File: src/rtl/vga_pkg.sv
// Shared video constants, colour type, motion FSM states and the
// bounce helper used by the box pixel stage.
package vga_pkg;

    localparam int RGB_W    = 4;
    localparam int H_START  = 144;
    localparam int V_START  = 35;
    localparam int H_ACTIVE = 640;
    localparam int V_ACTIVE = 480;

    typedef logic [3*RGB_W-1:0] rgb_t;

    typedef enum logic [1:0] {
        WAIT_FRAME,
        MOVE_X,
        MOVE_Y
    } motion_state_e;

    typedef struct packed {
        logic       neg;
        logic [9:0] pos;
    } axis_t;

    // One axis step: clamp to the edge and flip direction on contact.
    function automatic axis_t bounce(
        input logic [9:0] pos,
        input logic       neg,
        input logic [9:0] maxPos,
        input logic [9:0] step
    );
        axis_t      r;
        logic [10:0] sum;
        sum = {1'b0, pos} + {1'b0, step};
        r   = '{neg: neg, pos: pos};
        if (!neg) begin
            if (sum >= {1'b0, maxPos}) r = '{neg: 1'b1, pos: maxPos};
            else                       r = '{neg: 1'b0, pos: sum[9:0]};
        end else begin
            if (pos <= step) r = '{neg: 1'b0, pos: 10'd0};
            else             r = '{neg: 1'b1, pos: pos - step};
        end
        return r;
    endfunction

endpackage

File: src/rtl/box_motion.sv
// Per-frame diagonal motion of the square: one axis per cycle after
// a frame start, with edge clamp and bounce.
module box_motion
    import vga_pkg::*;
#(
    parameter int H_ACT    = H_ACTIVE,
    parameter int V_ACT    = V_ACTIVE,
    parameter int BOX_SIZE = 32,
    parameter int STEP     = 2
) (
    input  logic       clock,
    input  logic       rst,
    input  logic       frameStart,
    input  logic       pause,
    output logic [9:0] boxX,
    output logic [9:0] boxY
);

    localparam logic [9:0] XMAX  = 10'(H_ACT - BOX_SIZE);
    localparam logic [9:0] YMAX  = 10'(V_ACT - BOX_SIZE);
    localparam logic [9:0] STEPW = 10'(STEP);

    motion_state_e state_q, state_d;
    logic [9:0]    boxX_q, boxX_d, boxY_q, boxY_d;
    logic          dirX_q, dirX_d, dirY_q, dirY_d;
    axis_t         nx, ny;

    always_ff @(posedge clock) begin
        if (rst) begin
            state_q <= WAIT_FRAME;
            boxX_q  <= '0;
            boxY_q  <= '0;
            dirX_q  <= 1'b0;
            dirY_q  <= 1'b0;
        end else begin
            state_q <= state_d;
            boxX_q  <= boxX_d;
            boxY_q  <= boxY_d;
            dirX_q  <= dirX_d;
            dirY_q  <= dirY_d;
        end
    end

    always_comb begin
        state_d = state_q;
        boxX_d  = boxX_q;
        boxY_d  = boxY_q;
        dirX_d  = dirX_q;
        dirY_d  = dirY_q;
        nx      = bounce(boxX_q, dirX_q, XMAX, STEPW);
        ny      = bounce(boxY_q, dirY_q, YMAX, STEPW);
        unique case (state_q)
            WAIT_FRAME: if (frameStart && !pause) state_d = MOVE_X;
            MOVE_X: begin
                boxX_d  = nx.pos;
                dirX_d  = nx.neg;
                state_d = MOVE_Y;
            end
            MOVE_Y: begin
                boxY_d  = ny.pos;
                dirY_d  = ny.neg;
                state_d = WAIT_FRAME;
            end
            default: state_d = WAIT_FRAME;
        endcase
    end

    assign boxX = boxX_q;
    assign boxY = boxY_q;

endmodule

File: src/rtl/vga_box_renderer.sv
// Two-stage pixel pipeline drawing a bouncing square; syncs and the
// frame tick travel alongside so colour and sync stay aligned.
module vga_box_renderer
    import vga_pkg::*;
#(
    parameter int   H_START_P = H_START,
    parameter int   V_START_P = V_START,
    parameter int   H_ACT     = H_ACTIVE,
    parameter int   V_ACT     = V_ACTIVE,
    parameter int   BOX_SIZE  = 32,
    parameter int   STEP      = 2,
    parameter rgb_t BOX_COLOR = 12'hF00,
    parameter rgb_t BG_COLOR  = 12'h00F
) (
    input  logic       clock,
    input  logic       rst,
    input  logic       vActive,
    input  logic       hSync,
    input  logic       vSync,
    input  logic [9:0] hPixel,
    input  logic [9:0] vLine,
    input  logic       pause,
    output logic [3:0] red,
    output logic [3:0] green,
    output logic [3:0] blue,
    output logic       hSyncOut,
    output logic       vSyncOut,
    output logic       frameTick
);

    logic [9:0]  boxX, boxY;
    logic [9:0]  lx, ly;
    logic        inBox_d, fs_d;
    logic        inBox_q, va1_q, hs1_q, vs1_q, fs1_q;
    rgb_t        rgb_d, rgb_q;
    logic        hs2_q, vs2_q, tick_q;

    box_motion #(
        .H_ACT   (H_ACT),
        .V_ACT   (V_ACT),
        .BOX_SIZE(BOX_SIZE),
        .STEP    (STEP)
    ) u_motion (
        .clock     (clock),
        .rst       (rst),
        .frameStart(fs1_q),
        .pause     (pause),
        .boxX      (boxX),
        .boxY      (boxY)
    );

    // 11-bit compares keep box + size from wrapping near the far edge.
    always_comb begin
        lx      = hPixel - 10'(H_START_P);
        ly      = vLine - 10'(V_START_P);
        inBox_d = ({1'b0, lx} >= {1'b0, boxX})
               && ({1'b0, lx} <  {1'b0, boxX} + 11'(BOX_SIZE))
               && ({1'b0, ly} >= {1'b0, boxY})
               && ({1'b0, ly} <  {1'b0, boxY} + 11'(BOX_SIZE));
        fs_d    = (hPixel == 10'd0) && (vLine == 10'd0);
        rgb_d   = '0;
        if (va1_q) rgb_d = inBox_q ? BOX_COLOR : BG_COLOR;
    end

    always_ff @(posedge clock) begin
        if (rst) begin
            inBox_q <= 1'b0;
            va1_q   <= 1'b0;
            hs1_q   <= 1'b0;
            vs1_q   <= 1'b0;
            fs1_q   <= 1'b0;
            rgb_q   <= '0;
            hs2_q   <= 1'b0;
            vs2_q   <= 1'b0;
            tick_q  <= 1'b0;
        end else begin
            inBox_q <= inBox_d;
            va1_q   <= vActive;
            hs1_q   <= hSync;
            vs1_q   <= vSync;
            fs1_q   <= fs_d;
            rgb_q   <= rgb_d;
            hs2_q   <= hs1_q;
            vs2_q   <= vs1_q;
            tick_q  <= fs1_q;
        end
    end

    assign red       = rgb_q[11:8];
    assign green     = rgb_q[7:4];
    assign blue      = rgb_q[3:0];
    assign hSyncOut  = hs2_q;
    assign vSyncOut  = vs2_q;
    assign frameTick = tick_q;

endmodule

File: config.mk
export PLATFORM = sky130hd
export DESIGN_NAME = vga_box_renderer
export DESIGN_NICKNAME = d
export VERILOG_FILES = /design/src/rtl/vga_pkg.sv /design/src/rtl/box_motion.sv /design/src/rtl/vga_box_renderer.sv
export SDC_FILE = /design/constraint.sdc
export NUM_CORES = 1
export LEC_CHECK = 0
export BUFFER_PORTS_ARGS = -buffer_cell sky130_fd_sc_hd__buf_2
export CAP_MARGIN = 40
export CELL_PAD_IN_SITES_DETAIL_PLACEMENT = 1
export CELL_PAD_IN_SITES_GLOBAL_PLACEMENT = 2
export CORE_UTILIZATION = 31
export DETAILED_ROUTE_END_ITERATION = 8
export GPL_TIMING_DRIVEN = 0
export PLACE_DENSITY_LB_ADDON = 0.1
export SLEW_MARGIN = 20
export SYNTH_ARGS = -nofsm -noshare
export SYNTH_HDL_FRONTEND = slang
export SYNTH_SLANG_ARGS = --single-unit
File: constraint.sdc
create_clock -name clock -period 2.3 [get_ports clock]
set_clock_uncertainty 0.2 [all_clocks]
set_input_delay 0.345 -clock clock [delete_from_list [all_inputs] [get_ports clock]]
set_output_delay 0.345 -clock clock [all_outputs]
set_load 0.005 [all_outputs]
==> qor.yml <==
finish:
  fin_nets: 550
  finish.utilization_pct: 42.0
  n_antenna_cell: 0
  syn_to_final_growth_pct: 30.4
  final_cell_mix: "38 x ha_1, 35 x buf_2, 34 x buf_4"
  final_common_cell: "ha_1"
  layout-drive-gt1-share_pct: 30.7
  fillCellCount: 1235
global_route:
  gr-total-overflow: 0
  grt_pass1_vias: 3207
  grt_max_degree: 11
  grt_use_total_pct: 19.8
  grt_pass1_wl_um: 16300
  antenna_found_initial: 0
die:
  rows: 36
  core_area_um2: 9820
  fp.dieW_um: 103
  die_area_um2: 10600
  start_util_pct: 32.2
  ios: 41
  die_h_um: 103
worst_setup_path:
  crit_top_cell: "o21ai_2"
  cp-start-kind: "primary input"
  slowest_delay_ns: 0.41
  r2r_slack_ns: -0.17
  path_class: "primary input to register"
  r2r_cells: 8
  cpMaxStageDelayCell: "or3_4"
  crit_arrival_ns: 2.50
  cp_max_fo: 3
  r2r-start: "u_motion.boxY[3]"
  required_ns: 2.27
  critPathCaptureType: "register"
  endpoint: "inBox_q"
  crit_chain: "buf_6 > or3_4 > a21oi_4 > nor2b_2 > nor2_1 > xor2_1 > ha_2 > o21ai_2 > nand2b_1 > a21oi_2 > a211oi_2 > o21ai_2 > a311oi_2"
  crit_path_start: "vLine[4]"
  r2r-end: "inBox_q"
timing:
  relSlewSlack_pct: 55.7
  finalSetupViolations: 6
  rsz0062_at_grt: "true"
  drv_slew: 0
  period_share_pct: 110
  layout_setup_ws_ns: -0.230
  hold_violations: 0
  tightest_slew_ns: 0.658
  period_needed_ns: 2.53
  whs_ns: 0.0248
  fmax_mhz: 395
synth:
  synth.avg_cell_area_um2: 7.70
  ys_seq_area_share_pct: 20.2
  syn-cell-area_um2: 3170
  yosys_warnings: 0
  synth-edff-count: 0
  synthArstFlopShare_pct: 0
  syn_inst: 411
  synth.distinct_cells: 55
  ys_ff_latch: 32
  ys.flop_type: "dfxtp_1"
routing:
  firstDrtPassIters: 4
  drtIter0Drc: 121
  routed_via_density: 5.24
  num_vias: 3222
  routed_wirelength_um: 10100
  final_antenna_net_count: 0
  route.detailed.drc: 0
  wire_per_inst_um: 16.3
cts:
  cts_buffers: 5
  cts_max_level: 2
  cts_tree: "done"
  clock_latency_ns: 0.28
  clk_pin_slew_worst_paths_ns: 0.07
  cts_root_buffer: "clkbuf_8"
  cts_sinks: 32
  clockBufferDepth: 2
place:
  port_buffers: 35
  hpwl_um: 7440
  pre_cts_slack_ns: -0.764
  gp_congestion: 0.797
pwr:
  ir_drop_uv: 179
  p_leak_nw: 1.61
  p_total_w: 0.00150
  pwr_density_cell_nw_per_um2: 363
outcome:
  status: "finished, violations left"
  violations: "setup timing"
worst_hold_path:
  min_path_type: "primary input to register"
flow_run:
  cap_violations: 0
-- timing repair --
action                                  CTS  global route
pin swaps                                29            20
endpoints found under the setup margin   20            21
gates resized for setup                  48            27
buffers inserted                         22             9
hold buffers                              0             0
-- through the flow --
step	cells	cell area (um^2)	setup TNS (ns)
floorplan	414	3190	-0.0902
finish	615	4130	-0.349
global placement	582	3530	-3.82
global route	615	4130	-1.35
CTS	607	3960	-0.731
detailed placement	582	3530	-3.93
-- where the power goes --
group / switching [W] / leakage [nW] / internal, W
logic: 0.000206 / 1.29 / 0.000186
clock network: 0.000210 / 0.0552 / 0.000321
registers: 0.0000120 / 0.264 / 0.000562
total: 0.000427 / 1.61 / 0.00107
-- flip-flops by register name (all words and copies together) (netlist names) --
signal            count
frameTick             1
fs1_q                 1
hSyncOut              1
hs1_q                 1
inBox_q               1
rgb_q                 2
u_motion.boxX         9
u_motion.boxY         9
u_motion.dirX_q       1
u_motion.dirY_q       1
u_motion.state_q      2
vSyncOut              1
va1_q                 1
vs1_q                 1
-- logic make-up (layout without fill, tap and decap cells) --
family / after synthesis / in the layout / share of synthesized area, %
simple gates: 124 / 124 / 21.0
compound gates: 120 / 120 / 24.5
buf+inv: 65 / 133 / 9.72
fa+ha+maj: 43 / 43 / 17.0
flops: 32 / 32 / 20.2
xor+xnor: 22 / 22 / 6.09
mux: 4 / 4 / 1.30
other cells: 1 / 4 / 0.118
-- final cells by class --
cell class	instances	area (um^2)	share of cell area (%)
multi-input cells	317	2440	59.0
well taps	133	166	4.03
flip-flops and latches	32	659	16.0
repair buffers	66	480	11.6
plain buffers	24	143	3.46
clock buffers	6	72.6	1.76
inverters	35	135	3.27
clock inverters	2	35.0	0.849
-- how the worst min path moves through the flow --
stage | startpoint | depth (start not counted) | end | slack (ns)
6_report | pause | 2 | u_motion.state_q[0] | 0.02
5_1_grt | pause | 2 | u_motion.state_q[0] | 0.02
4_1_cts | pause | 2 | u_motion.state_q[0] | 0.02
3_5_place_dp | inBox_q | 1 | rgb_q[3] | 0.22
3_3_place_gp | inBox_q | 1 | rgb_q[3] | 0.21
2_1_floorplan | inBox_q | 1 | rgb_q[3] | 0.19
-- cell usage after synthesis (10+ instances only) --
cell type,count,area [um^2]
nor2_1,21,78.8
clkbuf_1,14,52.6
xnor2_1,14,123
dfxtp_1,32,641
nand2_1,21,78.8
nor2b_1,11,68.8
o21ai_0,26,130
a21oi_1,31,155
nor3_1,12,60.1
ha_1,43,538
inv_1,33,124
nand3_1,21,105
buf_4,10,75.1
-- worst max-delay path, delay by kind of cell --
kind / cells / cell delay [ns]
AND/OR/NAND/NOR: 4 / 0.71
AO/OA/AOI/OAI: 6 / 0.87
adder cells (fa/ha/maj): 1 / 0.25
buffers and inverters: 1 / 0.09
XOR/XNOR: 1 / 0.24
-- per-layer routing --
| layer | share of wire, % | global-route usage, % |
|---|---|---|
| met1 | 50 | 27.4 |
| met2 | 47 | 33.7 |
| met3 | 2.4 | 1.76 |
| met4 | 0.54 | 3.25 |
| met5 | 0 | 0 |
No activity file was read; power rests on OpenSTA's default activity.
